`config.mk`:
```
export PLATFORM = sky130hd
export DESIGN_NAME = lif_neuron
export DESIGN_NICKNAME = d
export VERILOG_FILES = /design/src/rtl/lif_neuron.sv
export SDC_FILE = /design/constraint.sdc
export NUM_CORES = 1
export LEC_CHECK = 0
export BUFFER_PORTS_ARGS = -buffer_cell sky130_fd_sc_hd__buf_2
export CORE_MARGIN = 2
export CORE_UTILIZATION = 62
export CTS_CLUSTER_DIAMETER = 40
export DETAILED_ROUTE_END_ITERATION = 8
export PLACE_DENSITY = 0.93
export SLEW_MARGIN = 20
export SYNTH_ARGS = -nofsm -noshare
export SYNTH_HDL_FRONTEND = slang
export SYNTH_SLANG_ARGS = --single-unit
```
`constraint.sdc`:
```
create_clock -name clk -period 15.9 [get_ports clk]
set_input_delay 1.59 -clock clk [delete_from_list [all_inputs] [get_ports clk]]
set_output_delay 1.59 -clock clk [all_outputs]
set_load 0.1 [all_outputs]
```
`src/rtl/lif_neuron.sv`:
```
// Leaky integrate-and-fire neuron with configurable weights, threshold and refractory period.
// Define LIF_NEURON_LEAK_EN to enable membrane leak; otherwise it is pure integrate-and-fire.
module lif_neuron #(
  parameter int N_IN    = 4,
  parameter int W       = 8,
  parameter int LEAK_SH = 3,
  parameter int REF_CYC = 2
) (
  input  logic                       clk,
  input  logic                       rst_n,
  input  logic                       en,
  input  logic [N_IN-1:0]            spike_in,
  input  logic                       cfg_we,
  input  logic [$clog2(N_IN+1)-1:0]  cfg_addr,
  input  logic [W-1:0]               cfg_data,
  output logic                       spike_out,
  output logic [W-1:0]               membrane,
  output logic                       refractory
);

  localparam int AW = $clog2(N_IN+1);
  localparam int SW = W + $clog2(N_IN) + 1;

  typedef enum logic {INTEG, REFRAC} state_t;

  state_t        state;
  logic [7:0]    cnt;
  logic [W-1:0]  weight_q [N_IN];
  logic [W-1:0]  thr_q;

  logic [W-1:0]  leak;
  logic [SW-1:0] syn_sum;
  logic [SW-1:0] sum;
  logic [SW-1:0] over;
  logic          fire;
  logic [W-1:0]  mem_next;

  if (LEAK_SH < 1 || LEAK_SH >= W) begin : g_bad_leak_sh
    $error("lif_neuron: LEAK_SH out of range");
  end

`ifdef LIF_NEURON_LEAK_EN
  logic [W-1:0] shifted;
  assign shifted = membrane >> LEAK_SH;
  // Force a decay of 1 once the shift rounds to zero so the membrane reaches 0.
  assign leak = (shifted == '0 && membrane != '0) ? W'(1) : shifted;
`else
  assign leak = '0;
`endif

  always_comb begin
    syn_sum = '0;
    for (int i = 0; i < N_IN; i++) begin
      if (spike_in[i]) syn_sum = syn_sum + SW'(weight_q[i]);
    end
  end

  assign sum      = SW'(membrane) - SW'(leak) + syn_sum;
  assign fire     = (sum >= SW'(thr_q));
  assign over     = fire ? (sum - SW'(thr_q)) : sum;
  assign mem_next = (|over[SW-1:W]) ? '1 : over[W-1:0];

  assign refractory = (state == REFRAC);

  always_ff @(posedge clk or negedge rst_n) begin
    if (!rst_n) begin
      state     <= INTEG;
      cnt       <= '0;
      membrane  <= '0;
      spike_out <= 1'b0;
    end else begin
      spike_out <= 1'b0;
      if (en) begin
        unique case (1'b1)
          (state == INTEG): begin
            membrane  <= mem_next;
            spike_out <= fire;
            if (fire && REF_CYC > 0) begin
              state <= REFRAC;
              cnt   <= 8'(REF_CYC);
            end
          end
          (state == REFRAC): begin
            if (cnt <= 8'd1) begin
              state <= INTEG;
              cnt   <= '0;
            end else begin
              cnt <= cnt - 8'd1;
            end
          end
          default: ;
        endcase
      end
    end
  end

  always_ff @(posedge clk or negedge rst_n) begin
    if (!rst_n) begin
      for (int i = 0; i < N_IN; i++) weight_q[i] <= '0;
      thr_q <= {1'b1, {(W-1){1'b0}}};
    end else if (cfg_we) begin
      if (cfg_addr == AW'(N_IN)) thr_q <= cfg_data;
      for (int i = 0; i < N_IN; i++) begin
        if (cfg_addr == AW'(i)) weight_q[i] <= cfg_data;
      end
    end
  end

endmodule

```
==> results of run 1 <==
-- kinds of logic after synthesis --
group	Yosys count	synth area share, %
flops	58	31.5
xor+xnor	26	5.10
buf+inv	48	4.07
mux	50	12.4
fa+ha+maj	48	13.8
compound gates	130	17.9
simple gates	149	15.2
-- how the worst min path moves through the flow --
stage / start / endpoint / slack, ps / depth (start not counted)
after floorplan: cnt[6]$_DFFE_PN0P_ / cnt[6]$_DFFE_PN0P_ / 440 / 1
final: cnt[6]$_DFFE_PN0P_ / cnt[6]$_DFFE_PN0P_ / 490 / 1
after global placement: cnt[6]$_DFFE_PN0P_ / cnt[6]$_DFFE_PN0P_ / 470 / 1
after detailed placement: cnt[6]$_DFFE_PN0P_ / cnt[6]$_DFFE_PN0P_ / 480 / 1
after global routing: cnt[6]$_DFFE_PN0P_ / cnt[6]$_DFFE_PN0P_ / 500 / 1
after CTS: cnt[6]$_DFFE_PN0P_ / cnt[6]$_DFFE_PN0P_ / 490 / 1
-- metal layers --
metal	vias up	routed length, um	GRT usage (%)
met3	32	534	5.53
met1	1889	4450	32.0
met5	-	0	0
li1	1872	-	-
met2	135	5350	46.6
met4	0	319	13.1
-- cells in the final DEF, fill, tap and decap left out, types with 2 or more instances in the layout --
cell type    n
buf_4        3
mux2i_1      7
nand4_1      5
nor2b_1      8
dfrtp_1     57
mux2_2      41
a211o_1      2
ha_1        43
xor2_1      10
o21ai_0     34
o21bai_1     2
inv_1       36
a21boi_0     3
clkinvlp_4   2
nand3_1     12
nand2b_1     5
fa_1         5
o21a_1       9
a211oi_1     5
a21o_1      10
nand2_1     47
xnor2_1     15
nor2_1      44
buf_2       28
and2_1       5
or3_1        4
o31ai_1      2
a21oi_1     36
o21ai_1      2
o211ai_1     8
a31oi_1      5
and3_1       3
clkbuf_8    11
nor3_1       7
-- flip-flops by register name, indices dropped and copies added (netlist names) --
name and flops:
spike_out 1, refractory 1, membrane 8, thr_q 8, weight_q 32, cnt 8
-- critical path, delay by kind of cell --
| family | cells | cell delay [ps] |
|---|---|---|
| AO/OA/AOI/OAI | 13 | 2050 |
| adder cells (fa/ha/maj) | 6 | 2010 |
| multiplexers | 2 | 700 |
| XOR/XNOR | 2 | 270 |
| AND/OR/NAND/NOR | 10 | 1800 |
| buffers and inverters | 2 | 240 |
-- final cells by class --
| type | count | area [um2] |
|---|---|---|
| clock buffer | 12 | 155 |
| timing repair buffer | 31 | 163 |
| fill | 541 | 2160 |
| tap | 99 | 124 |
| multi-input combinational | 403 | 2970 |
| inverter | 36 | 135 |
| clock inverter | 4 | 50.0 |
| sequential | 58 | 1450 |
-- metrics by stage --
| step | util, % | cell area [um2] |
|---|---|---|
| global route | 70.0 | 5050 |
| CTS | 70.0 | 5050 |
| floorplan | - | 4610 |
| detailed placement | 67.1 | 4840 |
| global placement | 67.1 | 4840 |
| finish | 70.0 | 5050 |
==> results.toml, run 1 <==
[status]
status = "completed"

[die]
ios = 29
die_width_um = 90.2
die_h_um = 90.2
coreArea_mm2 = 0.00721
start_util_pct = 63.9
rows = 31
die_area_mm2 = 0.00814

[clock_network]
post_cts_resized = 0
clockRootBuffer = "clkbuf_8"
post-cts-setup-buffers = 0
insertion_delay_ps = 360
cts_buffers = 9
path_clk_slew_ps = 70
cts_hold_buf = 0
cts_sinks = 58
clk_path_buf_depth = 2
cts_tree = "yes"
cts_max_level = 3

[worst_hold_path]
hold_path.class = "reg -> reg"

[finish]
nets = 606
n_antenna_cell = 0
layout.cells.non_filler = 643
syn_to_final_growth_pct = 9.64
drive_above_1_share_pct = 18.2

[setup_path]
r2r_start = "weight_q[24]$_DFFE_PN0P_"
worstSetupPathType = "in -> reg"
end_kind = "register"
worstPathRequired_ps = 16180
start_kind = "primary input"
critPathSlowestCell = "nor2_2"
critical_path.endpoint = "membrane[1]$_DFFE_PN0P_"
cpMostUsedCell = "ha_1"
crit_path_max_incr_delay_ps = 560
worst-path-max-fanout = 11
rr_endpoint = "membrane[1]$_DFFE_PN0P_"
reg2reg_setup_slack_ps = 8520
worstPathArrival_ps = 8680
crit_path_start = "spike_in[0]"
r2r.worst_path.cells = 34

[sta]
slew_viol_final = 0
tns_ps = 0
period_minus_slack_ps = 8410
maxSlewHeadroom_pct = 46.1
worst_hold_slack_ps = 493
finalWorstSetupSlack_ps = 7490
tightest_slew_ps = 805
fmax_ghz = 0.119
setup_viol = 0
fin_skew_ps = 8.31
rsz0062_at_grt = "no"
finalCritPeriodShare_pct = 52.9
hold_viol = 0

[flow_run]
cap_violations = 0

[detailed_routing]
drt_iter0_drc = 191
first_pass_iters = 5
via_per_inst = 6.11
detail-route-antenna-nets = 0
routed_wirelength_mm = 10.7
post_drt_wl_per_cell_um = 16.6
vias = 3928
route.detailed.drc = 0

[synthesis]
netlist.area_leader.share_pct = 31.0
synth_area_leaders = "dfrtp_1 31%, ha_1 12%, mux2_2 10%, a21oi_1 3.9%, nand2_1 3.8%"
syn-num-nets = 576
ys_ff_latch = 58
ys_seq_area_share_pct = 31.5
synthesis.area_mm2 = 0.00461
synthArstFlopShare_pct = 100
yosys_warnings = 0
synth_cell_types = 57
synth_ff_type = "dfrtp_1"
ys_top_cells_by_count = "57 x dfrtp_1, 47 x nand2_1, 44 x nor2_1"
synth_most_common_cell = "dfrtp_1"
yosys.area.top_type = "dfrtp_1"
synth-edff-count = 0
synth_cells = 509
postSynthAreaPerCell_um2 = 9.05

[placed_design]
pre_cts_ws_ps = 7270
portBuffers = 28
globalplace.congestion = 0.880
dp.cells = 627
dp_hpwl_mm = 7.85

[grt]
grt_pass1_vias = 3905
grt_max_degree = 59
grt_usage_pct = 26.9
grt_overflow = 0
antenna_found_initial = 0
grt_pass1_wl_mm = 17.6
Power of run 1 is not shown: default switching activity piles up to over one toggle a cycle in this logic, so the estimate is an artifact.
==> run 2: changes to the inputs <==
clock period = 8.2 ns   (was 15.9 ns; I/O delays follow)
==> results.toml, run 2 (synthesized netlist as in run 1, its figures left out) <==
[status]
status = "completed"

[die]
die_width_um = 90.2
die_area_mm2 = 0.00814
coreArea_mm2 = 0.00721
rows = 31
die_h_um = 90.2
ios = 29
start_util_pct = 63.9

[finish]
n_antenna_cell = 0
fin_area_mm2 = 0.00502
regMostFlops = "weight_q"
multiInputGateArea_mm2 = 0.00297
drive_above_1_share_pct = 17.9
layout_commonest_cell = "dfrtp_1"
nFillCells = 544
layout.cells.non_filler = 640
largest_reg_flops = 32
final_cell_mix = "57 x dfrtp_1, 47 x nand2_1, 44 x nor2_1, 43 x ha_1, 41 x mux2_2"
seqCellArea_mm2 = 0.00145
syn_to_final_growth_pct = 8.88
nets = 605

[setup_path]
critPathSlowestCell = "nor2_2"
crit_path_max_incr_delay_ps = 550
worstSetupPathType = "in -> reg"
start_kind = "primary input"
worstPathRequired_ps = 8460
worst-path-max-fanout = 11
worstPathArrival_ps = 7870
cpMostUsedCell = "ha_1"
end_kind = "register"

[clock_network]
insertion_delay_ps = 350
cts_max_level = 3
post_cts_resized = 0
cts_sinks = 58
post-cts-setup-buffers = 0
cts_buffers = 9
clockRootBuffer = "clkbuf_8"
cts_tree = "yes"
cts_hold_buf = 0
clk_path_buf_depth = 2
path_clk_slew_ps = 60

[sta]
maxSlewHeadroom_pct = 45.5
tns_ps = 0
fmax_ghz = 0.131
rsz0062_at_grt = "no"
hold_viol = 0
finalCritPeriodShare_pct = 92.8
fin_skew_ps = 8.99
tightest_slew_ps = 814
slew_viol_final = 0
period_minus_slack_ps = 7610
setup_viol = 0

[flow_run]
cap_violations = 0

[detailed_routing]
drt_iter0_drc = 252
detail-route-antenna-nets = 0
route.detailed.drc = 0
met2_length_mm = 5.28
routed-wl-met3_um = 556
wl_met1_mm = 4.47
vias = 3983
routed_wirelength_mm = 10.6
via_per_inst = 6.22
first_pass_iters = 5
highest_layer = "met4"
post_drt_wl_per_cell_um = 16.5

[grt]
grt_max_degree = 59
grt_pass1_wl_mm = 17.9
grt_usage_pct = 26.9
antenna_found_initial = 0
grt_overflow = 0
grt_pass1_vias = 3993

[placed_design]
portBuffers = 28
dp.cells = 626
globalplace.congestion = 0.876
placedInstanceArea_mm2 = 0.00484
dp_hpwl_mm = 7.94

[worst_hold_path]
hold_path.class = "reg -> reg"
-- run 2: stage by stage --
step                      hold slack [ps]  setup WS [ps]  utilization [%]
after floorplan                       440           1370                -
after global placement                457            744             67.0
after detailed placement              462            377             67.1
after CTS                             470            689             69.5
after global routing                  485           26.7             69.5
final                                 474            589             69.5
-- run 2: final cells by class --
cell class	count	share of cell area, %
inverters	36	2.69
well taps	99	2.47
flip-flops and latches	58	29.0
multi-input cells	403	59.3
clock inverters	2	0.249
clock buffers	12	3.29
repair buffers	30	3.09
-- run 2: final timing paths --
check | startpoint | to | slack, ps | depth (start not counted)
setup / recovery | spike_in[0] | membrane[1]$_DFFE_PN0P_ | 590 | 35
hold / removal | cnt[6]$_DFFE_PN0P_ | cnt[6]$_DFFE_PN0P_ | 470 | 1
setup reg to reg | weight_q[24]$_DFFE_PN0P_ | membrane[1]$_DFFE_PN0P_ | 850 | 34
hold reg to reg | cnt[6]$_DFFE_PN0P_ | cnt[6]$_DFFE_PN0P_ | 470 | 1
max in group asynchronous | rst_n | thr_q[4]$_DFFE_PN0P_ | 7080 | 2
min in group asynchronous | rst_n | weight_q[31]$_DFFE_PN0P_ | 610 | 2
-- run 2: routing by layer --
layer / vias up / global-route usage, %
li1: 1866 / -
met1: 1926 / 34.1
met2: 159 / 45.9
met3: 32 / 4.44
met4: 0 / 11.2
met5: - / 0
-- run 2: worst max-delay path, delay by kind of cell --
kind / cells / cell delay, ps
compound gates: 13 / 2040
fa+ha+maj: 6 / 1980
simple gates: 10 / 1810
mux: 2 / 700
xor+xnor: 2 / 260
buf+inv: 2 / 230
Power of run 2 is left out for the same reason.
==> run 3: changes to the inputs <==
ABC_AREA = 1   (was default)
==> results.toml, run 3 <==
[die]
die_h_um = 91.9
die_area_mm2 = 0.00844
die_width_um = 91.9
start_util_pct = 62.9
rows = 32
coreArea_mm2 = 0.00761
ios = 29

[sta]
tightest_slew_ps = 730
tns_ps = 0
hold_viol = 0
slew_viol_final = 0
fin_skew_ps = 13.8
fmax_ghz = 0.137
setup_viol = 0
finalCritPeriodShare_pct = 89.0
worst_hold_slack_ps = 494
maxSlewHeadroom_pct = 51.3
rsz0062_at_grt = "no"
period_minus_slack_ps = 7300

[grt]
grt_pass1_wl_mm = 19.3
antenna_found_initial = 0
grt_usage_pct = 28.7
grt_overflow = 0
grt_max_degree = 59
grt_pass1_vias = 4611

[synthesis]
synthArstFlopShare_pct = 100
ys_seq_area_share_pct = 30.3
synth_most_common_cell = "nand2_1"
synth-edff-count = 0
synth_area_leaders = "dfrtp_1 30%, nand2_1 12%, ha_1 11%, o21ai_0 8.4%, inv_1 7.8%"
yosys.area.top_type = "dfrtp_1"
synth_cell_types = 38
netlist.area_leader.share_pct = 29.8
synthesis.area_mm2 = 0.00479
ys_top_cells_by_count = "154 x nand2_1, 99 x inv_1, 80 x o21ai_0"
syn-num-nets = 724
synth_cells = 657
yosys_warnings = 0
synth_ff_type = "dfrtp_1"
ys_ff_latch = 58
postSynthAreaPerCell_um2 = 7.29

[detailed_routing]
post_drt_wl_per_cell_um = 14.7
via_per_inst = 5.73
detail-route-antenna-nets = 0
route.detailed.drc = 0
drt_iter0_drc = 170
vias = 4529
routed_wirelength_mm = 11.6
first_pass_iters = 5

[finish]
fin_area_mm2 = 0.00517
nets = 751
largest_reg_flops = 32
n_antenna_cell = 0
layout_commonest_cell = "nand2_1"
final_cell_mix = "154 x nand2_1, 99 x inv_1, 80 x o21ai_0, 57 x dfrtp_1, 43 x ha_1"
regMostFlops = "weight_q"
layout.cells.non_filler = 791
drive_above_1_share_pct = 12.6
syn_to_final_growth_pct = 8.00

[clock_network]
insertion_delay_ps = 360
cts_buffers = 9
cts_sinks = 58
path_clk_slew_ps = 70
post_cts_resized = 0
cts_tree = "yes"
clk_path_buf_depth = 2
cts_max_level = 3
clockRootBuffer = "clkbuf_8"
cts_hold_buf = 0
post-cts-setup-buffers = 0

[setup_path]
worstPathRequired_ps = 8450
start_kind = "primary input"
worstPathArrival_ps = 7550
critPathSlowestCell = "fa_1"
worst-path-max-fanout = 13
worstSetupPathType = "in -> reg"
cpMostUsedCell = "nand2_1"
end_kind = "register"
crit_path_max_incr_delay_ps = 490

[placed_design]
dp.cells = 775
dp_hpwl_mm = 9.08
globalplace.congestion = 0.998
portBuffers = 28
placedInstanceArea_mm2 = 0.00500

[worst_hold_path]
hold_path.class = "reg -> reg"

[status]
status = "completed"

[flow_run]
cap_violations = 0
run 3: cell count changes after synthesis, sizes merged, moves of 9 or more:
cell | previous run | this run
nand2 | 47 | 170
nor2 | 45 | 33
mux2 | 42 | 0
o21ai | 36 | 86
nor2b | 9 | 0
a21o | 10 | 1
nand3 | 12 | 46
inv | 36 | 100
run 3: worst max-delay path, delay by kind of cell:
kind	cells	cell delay [ps]
XOR/XNOR	1	240
AND/OR/NAND/NOR	12	1280
buffers and inverters	7	720
adder cells (fa/ha/maj)	6	2370
AO/OA/AOI/OAI	8	2110
run 3: final cells by class:
cell class                 instances  area, um2
timing repair buffer              29        148
tap                              102        128
sequential                        58       1450
clock inverter                     6       43.8
inverter                         100        375
clock buffer                      10        128
multi-input combinational        486       2900
fill                             604       2440
run 3: kinds of logic after synthesis:
family	count (synthesis)	share of synthesized area, %
and+or+nand+nor	270	26.1
AOI/OAI and AO/OA	135	15.1
buffers and inverters	113	9.17
DFF	58	30.3
adders and majority gates	48	13.3
xor gates and xnor gates	33	6.04
run 3: final timing paths:
path	endpoint	cells past startpoint	start	slack (ps)
worst max-delay path	cnt[1]$_DFFE_PN0P_	34	spike_in[0]	900
worst min-delay path	thr_q[2]$_DFFE_PN0P_	2	thr_q[2]$_DFFE_PN0P_	490
worst max register to register	cnt[1]$_DFFE_PN0P_	33	weight_q[24]$_DFFE_PN0P_	1140
worst min register to register	thr_q[2]$_DFFE_PN0P_	2	thr_q[2]$_DFFE_PN0P_	490
max in group asynchronous	weight_q[6]$_DFFE_PN0P_	2	rst_n	7090
min in group asynchronous	cnt[1]$_DFFE_PN0P_	2	rst_n	610
run 3: per-layer routing:
metal	vias up	wire length (um)	global-route usage, %
met5	-	0	0
met4	0	405	15.4
met3	48	598	7.64
met2	167	6130	53.6
met1	2132	4480	28.8
li1	2182	-	-
run 3: metrics by stage:
| step | worst slack, ps | utilization [%] |
|---|---|---|
| 2_1_floorplan | 1860 | - |
| 3_3_place_gp | 1340 | 65.7 |
| 3_5_place_dp | 784 | 65.7 |
| 4_1_cts | 1150 | 68.0 |
| 5_1_grt | 442 | 68.0 |
| 6_report | 904 | 68.0 |
Power of run 3 is left out for the same reason.
